==> config.mk <==
export PLATFORM = sky130hd
export DESIGN_NAME = pool2_sm8_flat
export DESIGN_NICKNAME = d
export VERILOG_FILES = /design/src/rtl/pool2_sm8_if.sv /design/src/rtl/pool2_sm8.sv /design/src/flat_wrapper.sv
export SDC_FILE = /design/constraint.sdc
export NUM_CORES = 1
export LEC_CHECK = 0
export CAP_MARGIN = 0
export CORE_MARGIN = 2
export CORE_UTILIZATION = 40
export CTS_BUF_LIST = sky130_fd_sc_hd__clkbuf_4 sky130_fd_sc_hd__clkbuf_8
export CTS_CLUSTER_SIZE = 20
export DETAILED_ROUTE_END_ITERATION = 12
export PLACE_DENSITY = 0.57
export REMOVE_ABC_BUFFERS = 1
export SETUP_SLACK_MARGIN = 0.1
export SLEW_MARGIN = 10
export SYNTH_ARGS = -nofsm -noshare
export SYNTH_HDL_FRONTEND = slang
export SYNTH_SLANG_ARGS = --single-unit
==> constraint.sdc <==
create_clock -name clk -period 9.8 [get_ports clk]
set_input_delay 0.98 -clock clk [delete_from_list [all_inputs] [get_ports clk]]
set_output_delay 0.98 -clock clk [all_outputs]
set_load 0.05 [all_outputs]
==> src/rtl/pool2_sm8_if.sv <==
// rtl/pool2_sm8_if.sv - conv-result stream in, pooled sign-magnitude pixels out.
interface pool2_sm8_if #(
  parameter int DW = 32
);
  logic signed [DW-1:0] din;
  logic                 ivalid;
  logic [7:0]           dout;
  logic                 ovalid;
  logic                 done;

  modport master (output din, ivalid, input dout, ovalid, done);
  modport slave  (input din, ivalid, output dout, ovalid, done);
endinterface

==> src/rtl/pool2_sm8.sv <==
// rtl/pool2_sm8.sv - 2x2 stride-2 max pool of a WxW conv map, re-encoded to 8-bit sign-magnitude.
module pool2_sm8 #(
  parameter int W  = 24,
  parameter int DW = 32
) (
  input  logic          clk,
  input  logic          rst,
  input  logic          start,
  pool2_sm8_if.slave    bus
);

  localparam int CW = $clog2(W);
  localparam logic [CW-1:0] LAST = CW'(W - 1);
  localparam logic signed [DW-1:0] POS_SAT = 127;
  localparam logic signed [DW-1:0] NEG_SAT = -127;

  logic [CW-1:0]        col_q, row_q, col_d, row_d;
  logic signed [DW-1:0] pair_q;
  logic signed [DW-1:0] linebuf_q [W/2];
  logic [7:0]           dout_q;
  logic                 ovalid_q, done_q, last_q;

  logic [CW-2:0]        idx;
  logic signed [DW-1:0] hmax, vmax, lb_rd;
  logic                 frame_end;

  // Saturating sign-magnitude; the most negative input is caught before negation.
  function automatic logic [7:0] enc(input logic signed [DW-1:0] v);
    logic signed [DW-1:0] neg;
    neg = '0;
    if (v >= 0) begin
      enc = (v > POS_SAT) ? 8'h7F : {1'b0, v[6:0]};
    end else if (v < NEG_SAT) begin
      enc = 8'hFF;
    end else begin
      neg = -v;
      enc = {1'b1, neg[6:0]};
    end
  endfunction

  always_comb begin
    idx       = col_q[CW-1:1];
    lb_rd     = linebuf_q[idx];
    hmax      = (pair_q > bus.din) ? pair_q : bus.din;
    vmax      = (lb_rd > hmax) ? lb_rd : hmax;
    frame_end = (col_q == LAST) && (row_q == LAST);
    col_d     = col_q;
    row_d     = row_q;
    if (bus.ivalid) begin
      if (col_q == LAST) begin
        col_d = '0;
        row_d = (row_q == LAST) ? '0 : row_q + 1'b1;
      end else begin
        col_d = col_q + 1'b1;
      end
    end
  end

  // Line buffer is never reset: each entry is written on an even row before its odd-row read.
  always_ff @(posedge clk) begin
    if (rst || !start) begin
      col_q    <= '0;
      row_q    <= '0;
      pair_q   <= '0;
      dout_q   <= 8'h00;
      ovalid_q <= 1'b0;
      done_q   <= 1'b0;
      last_q   <= 1'b0;
    end else begin
      col_q    <= col_d;
      row_q    <= row_d;
      ovalid_q <= 1'b0;
      done_q   <= last_q;
      last_q   <= 1'b0;
      if (bus.ivalid) begin
        if (!col_q[0]) begin
          pair_q <= bus.din;
        end else if (!row_q[0]) begin
          linebuf_q[idx] <= hmax;
        end else begin
          dout_q   <= enc(vmax);
          ovalid_q <= 1'b1;
          last_q   <= frame_end;
        end
      end
    end
  end

  assign bus.dout   = dout_q;
  assign bus.ovalid = ovalid_q;
  assign bus.done   = done_q;

endmodule

==> src/flat_wrapper.sv <==
// flat-port wrapper written by rule: the top's interface ports become plain ports
module pool2_sm8_flat 
#(
  parameter int W  = 24,
  parameter int DW = 32
)
  (clk, rst, start, bus_din, bus_ivalid, bus_dout, bus_ovalid, bus_done);
  pool2_sm8_if #(.DW(DW)) bus_i ();
  input  logic clk;
  input  logic rst;
  input  logic start;
  input wire logic [$bits(bus_i.din)-1:0] bus_din;
  input wire logic [$bits(bus_i.ivalid)-1:0] bus_ivalid;
  output wire logic [$bits(bus_i.dout)-1:0] bus_dout;
  output wire logic [$bits(bus_i.ovalid)-1:0] bus_ovalid;
  output wire logic [$bits(bus_i.done)-1:0] bus_done;
  assign bus_i.din = bus_din;
  assign bus_i.ivalid = bus_ivalid;
  assign bus_dout = bus_i.dout;
  assign bus_ovalid = bus_i.ovalid;
  assign bus_done = bus_i.done;
  pool2_sm8 #(.W(W), .DW(DW)) u_core (.clk(clk), .rst(rst), .start(start), .bus(bus_i));
endmodule
==> results.ini, run 1 <==
[min_path]
hp-class = reg -> reg

[timing]
worst_pin_slew_ns = 0.999
hold_viol_final = 0
fin_crit_ns = 8.33
max_slew_margin = 0.331
fin_setup_tns_ns = 0
rsz0062_at_grt = no
min_period_over_period = 0.851
fmax_mhz = 120
fin_skew_ns = 0.0353
report.final.slew_viol_count = 0
setup_viol = 0

[cts]
htree_levels = 3
cts_resized = 0
cts.sinks = 441
cts_buffers = 75
cts_buffer_depth = 3
cts.clk_slew.worst_paths_ns = 0.06
clockRootBuffer = clkbuf_8
postCtsSetupBuffers = 0
cts_tree = built
ctsHoldBuffers = 0
clock_latency_ns = 0.66

[yosys]
synth_top_area_cell = edfxtp_1
synth.top_cell.area_share = 0.589
syn_area_per_cell_sq_um = 14.8
yosys_warnings = 0
yosysSeqAreaShare = 0.648
async_flop_share = 0
synthTopCellsByArea = edfxtp_1 59%, mux4_2 11%, dfxtp_1 5.8%
synth_enable_flop_cells = 384
ys_types = 67
syn_inst = 1326
syn_area_sq_mm = 0.0196
synth-seq-cells = 441
synth-main-ff-cell = edfxtp_1

[worst_setup_path]
crit_required_ns = 10.33
startpoint_type = primary input
crit_type = in -> reg
arrival_ns = 8.86
endpoint_kind = flip-flop
crit_buf_inv = 5
crit_family = compound AO/OA/AOI/OAI gates
max_stage_delay_ns = 0.68
cpMaxStageDelayCell = clkdlybuf4s50_1
path_max_fanout = 29

[routing]
postRouteAntennaNets = 0
vias = 11672
firstDrtPassIters = 8
route.final.wire_length_mm = 49.4
drc = 0
drtIter0Drc = 991
wl_per_cell_um = 23.6
viasPerCell = 5.58

[global_route]
grt_pass1_vias = 11787
antenna_found_initial = 3
grt_use_total = 0.200
grt_max_degree = 49
grt_pass1_wl_mm = 74.6
grt_overflow = 0

[outcome]
status = complete, no violations

[floorplanning]
die_area_sq_mm = 0.0507
num_io_pins = 46
die_h_um = 225
rows = 81
initial_utilization = 0.402
die_w_um = 225
coreArea_sq_mm = 0.0486

[place]
dp_cells = 1959
place.gp.congestion = 0.944
port_buffers = 45
dp_hpwl_mm = 32.4
placed_area_sq_mm = 0.0208

[layout]
drive_gt1_frac = 0.188
synthToLayoutAreaGrowth_pct = 14.1
stdcell_area_sq_mm = 0.0223
fillCellCount = 4331
fin_cells = 2093
mostFrequentLayoutCell = edfxtp_1
fin_nets = 1516
layout_common_cells = 384 x edfxtp_1, 130 x a21oi_1, 101 x inv_1, 101 x nand2_1, 96 x mux4_2

[flow_run]
cap_violations = 0

[power_and_ir_drop]
power_leakage_nw = 7.73
power.density_mw_per_mm2 = 177
power_w = 0.00395
max-vdd-ir-drop_mv = 0.143

[registers in the layout, summed over array words and instances, names as in the netlist, named ones only]
name / flops
u_core.pair_q: 32
u_core.bus.dout: 8
u_core.bus.done: 1
u_core.row_q: 5
u_core.linebuf_q: 384
u_core.bus.ovalid: 1
u_core.last_q: 1
u_core.col_q: 5
[kinds of logic (layout without fill, tap and decap cells)]
group,Yosys count,after routing,synth area share
and+or+nand+nor,307,307,0.0757
adders and majority gates,66,66,0.0422
buffers and inverters,160,304,0.0328
muxes,146,146,0.136
AOI/OAI and AO/OA,200,200,0.0626
DFF,441,441,0.648
other,0,1,0
xor gates and xnor gates,6,6,0.00269
[synth_stat cells, types with 3 or more instances]
master	number
a21o_1	8
mux2i_1	48
ha_1	66
edfxtp_1	384
clkbuf_1	35
and4_1	4
mux4_2	96
a31oi_1	3
buf_2	15
a211oi_1	3
o221a_1	4
nor2b_1	8
xnor2_1	4
nor4_1	14
a21oi_2	3
a21oi_1	130
nand4_1	28
and2_1	8
inv_1	101
nor3_1	16
dfxtp_1	57
nand2_1	101
o211ai_1	5
nor2_1	87
nand3_1	13
and3_1	7
nand2b_1	6
buf_1	5
o21ai_0	14
[power by group]
part           internal [W]  switching (W)
Clock              0.000910       0.000733
Sequential          0.00207     0.00000773
Combinational     0.0000710       0.000161
[routing by layer]
metal,vias up,global-route usage,share of wire
met4,4,0.0684,0.024
li1,5277,-,-
met1,5953,0.279,0.45
met3,83,0.0402,0.060
met2,355,0.314,0.47
met5,-,0,0.00049
[final cells by class]
class	instances	area, sq um	area share
clock buffers	108	1300	0.0582
repair buffers	70	651	0.0291
multi-input cells	725	6340	0.284
flip-flops and latches	441	12700	0.568
clock inverters	25	198	0.00886
inverters	101	379	0.0170
well taps	622	778	0.0349
diodes	1	2.50	0.000112
[per-stage QoR]
stage	util	setup slack, ns	hold slack (ns)
global route	0.459	1.19	0.470
CTS	0.459	1.70	0.435
global placement	0.428	1.06	0.419
finish	0.459	1.47	0.432
floorplan	-	0.692	0.406
detailed placement	0.428	1.04	0.420
[path summary, 6_finish.rpt]
kind / slack [ns] / from / endpoint / cells past startpoint
hold reg to reg: 0.43 / u_core.last_q / u_core.bus.done / 1
setup reg to reg: 2.23 / u_core.pair_q[7] / u_core.bus.dout[2] / 25
setup / recovery: 1.47 / bus_din[7] / u_core.bus.dout[2] / 27
hold / removal: 0.43 / u_core.last_q / u_core.bus.done / 1
(Power assumes the default switching activity.)
==> run 2, diff against run 1 <==
--- a/config.mk
+++ b/config.mk
@@ -7,11 +7,11 @@
 export LEC_CHECK = 0
 export CAP_MARGIN = 0
 export CORE_MARGIN = 2
-export CORE_UTILIZATION = 40
+export CORE_UTILIZATION = 50
 export CTS_BUF_LIST = sky130_fd_sc_hd__clkbuf_4 sky130_fd_sc_hd__clkbuf_8
 export CTS_CLUSTER_SIZE = 20
 export DETAILED_ROUTE_END_ITERATION = 12
-export PLACE_DENSITY = 0.57
+export PLACE_DENSITY = 0.68
 export REMOVE_ABC_BUFFERS = 1
 export SETUP_SLACK_MARGIN = 0.1
 export SLEW_MARGIN = 10
==> constraint.sdc (replaced) <==
create_clock -name clk -period 10.5 [get_ports clk]
set_input_delay 1.05 -clock clk [delete_from_list [all_inputs] [get_ports clk]]
set_output_delay 1.05 -clock clk [all_outputs]
set_load 0.05 [all_outputs]
==> run 2 against run 1 <==
Effect of this change: power down 8.1%; register-to-register slack gained 0.70 ns; first-iteration DRC count is 9.0% lower; non-clock buffer count did not move; worst setup slack gained 0.65 ns; clock skew shrank 0.0079 ns; clock power fell by 9.8%; critical path depth rose by 1.
==> results.ini, run 2 (synthesis results as in run 1) <==
[cts]
htree_levels = 3
clock_latency_ns = 0.63
ctsHoldBuffers = 0
cts.sinks = 441
cts_buffer_depth = 3
cts.clk_slew.worst_paths_ns = 0.07
cts_resized = 0
postCtsSetupBuffers = 0
cts_tree = built
clockRootBuffer = clkbuf_8
cts_buffers = 73

[floorplanning]
rows = 72
num_io_pins = 46
initial_utilization = 0.506
die_w_um = 202
die_h_um = 202
die_area_sq_mm = 0.0407
coreArea_sq_mm = 0.0386

[worst_setup_path]
crit_buf_inv = 6
path_max_fanout = 32
crit_type = in -> reg
crit_required_ns = 11.01
max_stage_delay_ns = 0.65
cpMaxStageDelayCell = clkdlybuf4s50_1
endpoint_kind = flip-flop
arrival_ns = 8.89
crit_path_frequent_cell = inv_1
startpoint_type = primary input
crit_family = simple AND/OR/NAND/NOR gates

[timing]
rsz0062_at_grt = no
max_slew_margin = 0.448
setup_viol = 0
min_period_over_period = 0.799
worst_pin_slew_ns = 0.828
fin_setup_tns_ns = 0
fmax_mhz = 119
hold_viol_final = 0
fin_skew_ns = 0.0274
fin_crit_ns = 8.39
report.final.slew_viol_count = 0

[layout]
layout_common_cells = 384 x edfxtp_1, 130 x a21oi_1, 101 x inv_1, 101 x nand2_1, 96 x mux4_2
fin_nets = 1514
top_register = u_core.linebuf_q
drive_gt1_frac = 0.184
largest_reg_flops = 384
synthToLayoutAreaGrowth_pct = 13.2
mostFrequentLayoutCell = edfxtp_1
stdcell_area_sq_mm = 0.0221

[global_route]
grt_pass1_wl_mm = 71.2
grt_pass1_vias = 11646
grt_max_degree = 65
antenna_found_initial = 1
grt_use_total = 0.238
grt_overflow = 0

[min_path]
hp-class = reg -> reg

[flow_run]
cap_violations = 0

[power_and_ir_drop]
max-vdd-ir-drop_mv = 0.116
power.density_mw_per_mm2 = 164
power_leakage_nw = 7.70

[place]
port_buffers = 45
dp_hpwl_mm = 30.1
placed_area_sq_mm = 0.0207
place.gp.congestion = 0.956

[routing]
drtIter0Drc = 902
drc = 0
viasPerCell = 5.87
postRouteAntennaNets = 0
vias = 11666
firstDrtPassIters = 6
wl_per_cell_um = 24.1
route.final.wire_length_mm = 47.9

[outcome]
status = complete, no violations

[run 2: cell count changes in the layout (fill, tap and decap cells not counted)]
cell / change
inv_8: -3
clkinv_8: -1
clkbuf_4: -7
clkbuf_8: +4
clkinv_1: +5
bufinv_16: -1
clkinv_2: +1
[run 2: metrics by stage]
stage               total power (W)  setup WS (ns)  utilization  hold WS [ns]  cells
global route                0.00375           1.68        0.573         0.465   1987
CTS                         0.00366           2.37        0.573         0.425   1986
detailed placement          0.00218           1.74        0.536         0.413   1855
finish                      0.00363           2.11        0.573         0.420   1987
floorplan                   0.00210           1.39            -         0.406   1267
global placement            0.00218           1.91        0.536         0.414   1855
[run 2: per-layer routing]
| layer | wire length (um) | GRT usage |
|---|---|---|
| met1 | 20500 | 0.328 |
| met3 | 3080 | 0.0460 |
| met4 | 1490 | 0.0877 |
| met2 | 22800 | 0.380 |
| met5 | 0 | 0 |
[run 2: layout make-up]
class | count | area, sq um
Sequential cell | 441 | 12700
Clock buffer | 105 | 1300
Inverter | 101 | 379
Multi-Input combinational cell | 725 | 6340
Antenna cell | 1 | 2.50
Timing Repair Buffer | 70 | 651
Tap cell | 518 | 648
Clock inverter | 26 | 141
Fill cell | 2999 | 16500
[run 2: final timing paths]
path,startpoint,to,slack [ns],cells past startpoint
max reg2reg,u_core.pair_q[14],u_core.bus.dout[2],2.93,26
min reg2reg,u_core.last_q,u_core.bus.done,0.42,1
max,bus_din[14],u_core.bus.dout[2],2.11,28
min,u_core.last_q,u_core.bus.done,0.42,1
[run 2: power by group]
part / leakage, nW / switching [W] / internal (W)
logic: 2.98 / 0.000147 / 0.0000666
clock network: 0.756 / 0.000660 / 0.000819
registers: 3.96 / 0.00000730 / 0.00193
